[config.mk]
export PLATFORM = sky130hd
export DESIGN_NAME = pwm_decoder
export DESIGN_NICKNAME = d
export VERILOG_FILES = /design/src/rtl/pwm_decoder_pkg.sv /design/src/rtl/pwm_input_conditioner.sv /design/src/rtl/pwm_decoder.sv
export SDC_FILE = /design/constraint.sdc
export NUM_CORES = 1
export LEC_CHECK = 0
export CAP_MARGIN = 15
export CORE_ASPECT_RATIO = 2
export CORE_MARGIN = 4
export CORE_UTILIZATION = 61
export CTS_BUF_LIST = sky130_fd_sc_hd__clkbuf_2
export CTS_CLUSTER_DIAMETER = 150
export CTS_CLUSTER_SIZE = 40
export DETAILED_ROUTE_END_ITERATION = 8
export PLACE_DENSITY = 0.9
export SLEW_MARGIN = 15
export SYNTH_ARGS = -nofsm -noshare
export SYNTH_HDL_FRONTEND = slang
export SYNTH_SLANG_ARGS = --single-unit
[constraint.sdc]
create_clock -name clk -period 4.7 [get_ports clk]
set_input_delay 0.47 -clock clk [delete_from_list [all_inputs] [get_ports clk]]
set_output_delay 0.47 -clock clk [all_outputs]
set_load 0.05 [all_outputs]
[src/rtl/pwm_decoder_pkg.sv]
// Shared types and constants for the PWM decoder: FSM state encoding,
// default counter width and the counter saturation threshold.
package pwm_decoder_pkg;

    typedef enum logic {
        ST_IDLE,
        ST_MEASURE
    } state_e;

    localparam int DEFAULT_WIDTH = 8;

    // Largest count a WIDTH-bit counter reaches before the line is declared stuck.
    function automatic int unsigned timeout_threshold(input int unsigned w);
        return (2 ** w) - 1;
    endfunction

endpackage

[src/rtl/pwm_input_conditioner.sv]
// Brings the asynchronous PWM line into the clk domain and flags rising edges.
// PWM_DECODER_GLITCH_FILTER_EN inserts a 3-sample majority filter before edge detection.
module pwm_input_conditioner (
    input  logic clk,
    input  logic rst,
    input  logic pwm_in,
    output logic pwm_s,
    output logic rise
);

    logic sync1_q;
    logic sync2_q;
    logic pwm_d_q;

`ifdef PWM_DECODER_GLITCH_FILTER_EN
    logic hist1_q;
    logic hist2_q;
    logic filt_q;

    always_ff @(posedge clk or posedge rst) begin
        if (rst) begin
            sync1_q <= 1'b0;
            sync2_q <= 1'b0;
            hist1_q <= 1'b0;
            hist2_q <= 1'b0;
            filt_q  <= 1'b0;
            pwm_d_q <= 1'b0;
        end else begin
            sync1_q <= pwm_in;
            sync2_q <= sync1_q;
            hist1_q <= sync2_q;
            hist2_q <= hist1_q;
            // Two of three consecutive samples must agree, so a lone sample is dropped.
            filt_q  <= (sync2_q & hist1_q) | (sync2_q & hist2_q) | (hist1_q & hist2_q);
            pwm_d_q <= filt_q;
        end
    end

    assign pwm_s = filt_q;
`else
    always_ff @(posedge clk or posedge rst) begin
        if (rst) begin
            sync1_q <= 1'b0;
            sync2_q <= 1'b0;
            pwm_d_q <= 1'b0;
        end else begin
            sync1_q <= pwm_in;
            sync2_q <= sync1_q;
            pwm_d_q <= sync2_q;
        end
    end

    assign pwm_s = sync2_q;
`endif

    assign rise = pwm_s & ~pwm_d_q;

endmodule

[src/rtl/pwm_decoder.sv]
// Measures PWM period and high time in clk cycles, one registered report per period.
// Build option PWM_DECODER_GLITCH_FILTER_EN enables the input majority filter.
module pwm_decoder
    import pwm_decoder_pkg::*;
#(
    parameter int WIDTH = DEFAULT_WIDTH
) (
    input  logic             clk,
    input  logic             rst,
    input  logic             en,
    input  logic             pwm_in,
    output logic [WIDTH-1:0] period,
    output logic [WIDTH-1:0] high_time,
    output logic             valid,
    output logic             timeout,
    output logic             level
);

    localparam logic [WIDTH-1:0] CNT_MAX = WIDTH'(timeout_threshold(WIDTH));
    localparam logic [WIDTH-1:0] CNT_ONE = WIDTH'(1);

    logic pwm_s;
    logic rise;

    state_e           state_q;
    logic [WIDTH-1:0] total_cnt_q;
    logic [WIDTH-1:0] high_cnt_q;
    logic [WIDTH-1:0] period_q;
    logic [WIDTH-1:0] high_time_q;
    logic             valid_q;
    logic             timeout_q;
    logic             level_q;

    pwm_input_conditioner u_cond (
        .clk    (clk),
        .rst    (rst),
        .pwm_in (pwm_in),
        .pwm_s  (pwm_s),
        .rise   (rise)
    );

    always_ff @(posedge clk or posedge rst) begin
        if (rst) begin
            state_q     <= ST_IDLE;
            total_cnt_q <= '0;
            high_cnt_q  <= '0;
            period_q    <= '0;
            high_time_q <= '0;
            valid_q     <= 1'b0;
            timeout_q   <= 1'b0;
            level_q     <= 1'b0;
        end else begin
            valid_q <= 1'b0;
            case (state_q)
                ST_IDLE: begin
                    if (en && rise) begin
                        state_q     <= ST_MEASURE;
                        total_cnt_q <= CNT_ONE;
                        high_cnt_q  <= CNT_ONE;
                    end
                end
                ST_MEASURE: begin
                    if (!en) begin
                        state_q <= ST_IDLE;
                    end else if (rise) begin
                        // A rise on the saturation cycle still counts as a valid period.
                        period_q    <= total_cnt_q;
                        high_time_q <= high_cnt_q;
                        timeout_q   <= 1'b0;
                        level_q     <= 1'b1;
                        valid_q     <= 1'b1;
                        total_cnt_q <= CNT_ONE;
                        high_cnt_q  <= CNT_ONE;
                    end else if (total_cnt_q == CNT_MAX) begin
                        period_q    <= '0;
                        high_time_q <= '0;
                        timeout_q   <= 1'b1;
                        level_q     <= pwm_s;
                        valid_q     <= 1'b1;
                        state_q     <= ST_IDLE;
                    end else begin
                        total_cnt_q <= total_cnt_q + CNT_ONE;
                        if (pwm_s) begin
                            high_cnt_q <= high_cnt_q + CNT_ONE;
                        end
                    end
                end
                default: state_q <= ST_IDLE;
            endcase
        end
    end

    assign period    = period_q;
    assign high_time = high_time_q;
    assign valid     = valid_q;
    assign timeout   = timeout_q;
    assign level     = level_q;

endmodule

==> results of run 1 <==
state kept, by name, summed over array words and instances (netlist names):
register        cells
u_cond.pwm_s        1
total_cnt_q         8
valid               1
timeout             1
state_q             1
level               1
high_time           8
u_cond.sync1_q      1
high_cnt_q          8
period              8
u_cond.pwm_d_q      1
metrics by stage:
step	setup WS (ns)	total power, W	utilization (%)	std cells
floorplan	3.06	0.000499	-	155
global placement	2.41	0.000543	71.3	199
detailed placement	2.34	0.000549	71.3	199
CTS	2.60	0.000687	72.8	207
global route	2.54	0.000719	72.8	207
finish	2.62	0.000684	72.8	207
report_power, final:
| part | leakage, nW | internal (W) | switching [W] |
|---|---|---|---|
| combinational | 0.341 | 0.0000539 | 0.0000944 |
| sequential | 0.522 | 0.000364 | 0.0000287 |
| clock | 0.0241 | 0.0000331 | 0.000110 |
| total | 0.887 | 0.000451 | 0.000233 |
metal layers:
metal  vias up  global-route usage [%]
met5         -                       0
met4         0                    9.59
met3         8                    4.72
met2        30                    38.3
met1       672                    26.6
li1        630                       -
logic make-up (layout without fill, tap and decap cells):
family	count (synthesis)	count (layout)	share of synthesized area (%)
AND/OR/NAND/NOR	50	50	16.3
buffers and inverters	13	36	4.31
multiplexers	2	2	1.20
AO/OA/AOI/OAI	49	49	21.6
flip-flops	39	39	55.2
adder cells (fa/ha/maj)	2	2	1.41
placed cells by master, fill, tap and decap left out, drive strengths merged, types with 2 or more instances in the layout:
master,instances
a21oi,6
a22o,17
and3,3
and4,2
clkbuf,5
clkdlybuf4s50,22
clkinv,2
dfrtp,39
ha,2
inv,5
nand2,13
nand2b,3
nand3,7
nand4,5
nor2,5
nor3,4
nor4,3
o2111ai,2
o21ai,12
o31ai,5
final cells by class:
| class | count | area (sq um) | share of cell area, % |
|---|---|---|---|
| Sequential cell | 39 | 976 | 48.4 |
| Multi-Input combinational cell | 103 | 717 | 35.6 |
| Inverter | 5 | 18.8 | 0.931 |
| Clock buffer | 5 | 25.0 | 1.24 |
| Timing Repair Buffer | 23 | 228 | 11.3 |
| Clock inverter | 3 | 15.0 | 0.745 |
| Tap cell | 29 | 36.3 | 1.80 |
worst paths after layout:
| path | from | endpoint | slack, ns | cells past startpoint |
|---|---|---|---|---|
| worst max-delay path | period[4] | period[4] | 2.62 | 1 |
| worst min-delay path | u_cond.sync1_q | u_cond.pwm_s | 0.37 | 0 |
| worst max register to register | total_cnt_q[0] | level | 2.73 | 5 |
| worst min register to register | u_cond.sync1_q | u_cond.pwm_s | 0.37 | 0 |
| max in group asynchronous | rst | valid | 3.92 | 3 |
| min in group asynchronous | rst | high_time[1] | 0.45 | 3 |
==> flow_summary.ini, run 1 <==
[timing]
post-route-period-util_pct = 44.4
clock_skew_ns = 0.0105
rsz0062_at_grt = no
slew_headroom_pct = 44.5
holdWs_ns = 0.374
hold_viol = 0
layout_min_cycle_time_ns = 2.08
finalMaxSlewViolations = 0
finalSetupViolCount = 0
fin_tns_setup_ns = 0
worst_pin_slew_ns = 0.832
timing.fmax_mhz = 480

[yosys]
synth_cell_types = 42
ys_top_cells_by_count = dfrtp_1, a22o_1, nand2_1
synth_area_sq_mm = 0.00177
yosys.area.top_type_share_pct = 55.2
synth_edf_count = 0
async_flop_share_pct = 100
synth_ff_type = dfrtp_1
synth_nets = 161
yosys.area.top_type = dfrtp_1
synthTopCellsByArea = dfrtp_1, a22o_1, o21ai_0, nand2_1, o31ai_1
yosysMostFrequentCell = dfrtp_1
ys.warnings.count = 0
ys_seq_area_share_pct = 55.2
avgSynthCellArea_sq_um = 11.4
ys_seq_elements = 39
synth_cells = 155

[cts]
clk_path_buf_depth = 2
cts.repair.resized = 0
cts_sinks = 39
root_buffer = clkbuf_2
tritoncts = built
clk_pin_slew_ns = 0.18
cts-hold-fix-buffers = 0
cts_setup_buffers = 0
cts_inserted_buffers = 5
clock_latency_ns = 0.40
htreeDepth = 2

[detailed_routing]
drt_iter0_drc = 44
ant_nets = 0
met3_length_microns = 140
drc_errors = 0
wirelength_microns = 3750
firstDrtPassIters = 4
vias = 1340
met2RoutedLength_microns = 2030
vias_per_cell = 6.47
wl_met1_microns = 1470
top_layer_used = met4
wire_per_inst_microns = 18.1

[place]
hpwl_microns = 2700
gp_congestion = 0.848
dpl_cell_area_sq_mm = 0.00198
io_buffers = 22

[floorplanning]
die_h_microns = 84.2
rows = 27
io_pins = 23
die_x_microns = 46.1
core-area_sq_mm = 0.00277
floorplan.die_area_sq_mm = 0.00388
start_util_pct = 63.9

[worst_setup_path]
path_class = flip-flop to primary output
end_kind = primary output
slowest_stage = clkdlybuf4s50_1
cp_slowest_stage_delay_ns = 0.82
startpoint_type = flip-flop
crit_arrival_ns = 1.61
cp_max_fo = 2
critPathTopFamily = buffers and inverters
crit_path_cell_trace = clkdlybuf4s50_1
worstPathRequired_ns = 4.23
cp_num_buf_inv = 1

[outcome]
status = completed

[global_route]
grt_use_total_pct = 22.8
grt.overflow.total = 0
grt_antenna_before_repair = 0
grt_max_degree = 40
grt_pass1_wl_microns = 6620
grt_pass1_vias = 1416

[worst_hold_path]
min_path_type = flip-flop to flip-flop

[finish]
n_fill_cell = 204
finalInstanceArea_sq_mm = 0.00202
final_nets = 183
diodes = 0
syn_to_final_growth_pct = 13.9
drive_gt1_share_pct = 8.99

[power]
peakVddDrop_uv = 256
power_density_mw_per_mm2 = 339
p_leak_nw = 0.887

[run]
max-cap-violations = 0
Note: power is estimated with default switching activity, not from simulation.
==> run 2: changes to the inputs <==
--- a/config.mk
+++ b/config.mk
@@ -8,12 +8,12 @@
 export CAP_MARGIN = 15
 export CORE_ASPECT_RATIO = 2
 export CORE_MARGIN = 4
-export CORE_UTILIZATION = 61
+export CORE_UTILIZATION = 51
 export CTS_BUF_LIST = sky130_fd_sc_hd__clkbuf_2
 export CTS_CLUSTER_DIAMETER = 150
 export CTS_CLUSTER_SIZE = 40
 export DETAILED_ROUTE_END_ITERATION = 8
-export PLACE_DENSITY = 0.9
+export PLACE_DENSITY = 0.81
 export SLEW_MARGIN = 15
 export SYNTH_ARGS = -nofsm -noshare
 export SYNTH_HDL_FRONTEND = slang
==> constraint.sdc (replaced) <==
create_clock -name clk -period 1.88 [get_ports clk]
set_input_delay 0.188 -clock clk [delete_from_list [all_inputs] [get_ports clk]]
set_output_delay 0.188 -clock clk [all_outputs]
set_load 0.05 [all_outputs]
==> run 2 against run 1 <==
  * Worst hold slack got worse by 0.20 ns
  * Critical path depth did not move
  * Final area rose by 5.2%
  * Critical path type unchanged
  * Sequential power rose to 2.5 times the previous value
  * Highest routed layer unchanged
  * Total power rose to 2.7 times the previous value
  * Via count rose by 6.0%
  * Combinational power rose to 2.6 times the previous value
  * Die area rose by 17%
  * Worst setup slack got worse by 2.6 ns
  * Largest power group unchanged
  * Global-route usage fell by 3.8 points
  * Clock skew rose by 0.014 ns
==> flow_summary.ini, run 2 (synthesis gave the netlist of run 1 again) <==
[timing]
worst_pin_slew_ns = 0.501
slew_headroom_pct = 66.5
hold_viol = 0
post-route-period-util_pct = 96.5
finalMaxSlewViolations = 0
layout_min_cycle_time_ns = 1.82
timing.fmax_mhz = 551
finalSetupViolCount = 0
rsz0062_at_grt = no
clock_skew_ns = 0.0241
fin_tns_setup_ns = 0

[detailed_routing]
ant_nets = 0
firstDrtPassIters = 5
vias_per_cell = 6.46
wire_per_inst_microns = 17.6
drt_iter0_drc = 57
wirelength_microns = 3870
drc_errors = 0
vias = 1421

[power]
p_leak_nw = 0.948
power_density_mw_per_mm2 = 878
peakVddDrop_uv = 728

[worst_setup_path]
crit_path_cell_trace = clkdlybuf4s50_1
slowest_stage = clkdlybuf4s50_1
cp_num_cells = 1
cp_max_fo = 2
path_class = flip-flop to primary output
worstPathRequired_ns = 1.69
end_kind = primary output
reg2reg_depth = 6
cp_num_buf_inv = 1
r2r_end = period[3]
reg2reg_from = total_cnt_q[0]
r2r_setup_slack_ns = 0.13
startpoint_type = flip-flop
critPathTopFamily = buffers and inverters
cp_slowest_stage_delay_ns = 0.81
crit_arrival_ns = 1.63

[finish]
final_cell_mix = dfrtp_1, clkdlybuf4s50_1, a22o_1
drive_gt1_share_pct = 14.9
final_nets = 193
finalInstanceArea_sq_mm = 0.00212
diodes = 0
n_fill_cell = 273
layout_commonest_cell = dfrtp_1
syn_to_final_growth_pct = 19.9

[cts]
cts.repair.resized = 0
cts_sinks = 39
tritoncts = built
clk_pin_slew_ns = 0.20
root_buffer = clkbuf_2
cts_inserted_buffers = 5
cts_setup_buffers = 0
htreeDepth = 2
clock_latency_ns = 0.39
cts-hold-fix-buffers = 0
clk_path_buf_depth = 2

[global_route]
grt_pass1_wl_microns = 6650
grt_antenna_before_repair = 0
grt_use_total_pct = 19.0
grt_max_degree = 40
grt_pass1_vias = 1452
grt.overflow.total = 0

[floorplanning]
rows = 30
start_util_pct = 52.4
io_pins = 23
core-area_sq_mm = 0.00338
die_h_microns = 91.3
die_x_microns = 49.6
floorplan.die_area_sq_mm = 0.00453

[place]
dpl_cell_area_sq_mm = 0.00205
gp_congestion = 0.931
hpwl_microns = 2860
io_buffers = 22

[worst_hold_path]
min_path_type = input port to async pin

[run]
max-cap-violations = 0

[outcome]
status = completed
## run 2: stage by stage
stage	total power [W]	std cells	hold WS [ns]	setup slack, ns	util [%]
2_1_floorplan	0.00125	155	0.219	0.245	-
3_3_place_gp	0.00137	212	0.339	0.144	60.8
3_5_place_dp	0.00139	212	0.340	0.119	60.8
4_1_cts	0.00187	220	0.183	0.0458	62.7
5_1_grt	0.00195	220	0.186	0.00934	62.8
6_report	0.00186	220	0.169	0.0649	62.8
## run 2: worst max-delay path by stage
stage | startpoint | to | slack, ns
after floorplan | total_cnt_q[0] | high_cnt_q[6] | 0.24
after global placement | en | total_cnt_q[2] | 0.14
after detailed placement | total_cnt_q[0] | period[1] | 0.12
after CTS | timeout | timeout | 0.05
after global routing | period[4] | period[4] | 0.009
final | timeout | timeout | 0.06
## run 2: report_power, final
group | internal [W] | leakage, nW | total, W | switching [W]
Combinational | 0.000145 | 0.386 | 0.000387 | 0.000242
Clock | 0.000219 | 0.0404 | 0.000489 | 0.000271
Sequential | 0.000911 | 0.522 | 0.000985 | 0.0000747
## run 2: routing by layer
layer  vias up  global-route usage, %  share of wire (%)
met5         -                      0                  0
met4         0                   9.93                2.6
met3        12                   4.43                4.2
met2        46                   33.5                 55
met1       708                   20.4                 38
li1        655                      -                  -
## run 2: area by class of cell
type                    count  area (sq um)  area share (%)
repair buffers             33           303            14.3
clock buffers               5          25.0            1.18
flip-flops and latches     39           976            46.0
inverters                   5          18.8           0.885
multi-input cells         103           719            33.9
clock inverters             3          38.8            1.83
well taps                  32          40.0            1.89
## run 2: worst min-delay path: cells and delay by family
kind | cells | cell delay, ns
buffers and inverters | 3 | 0.85
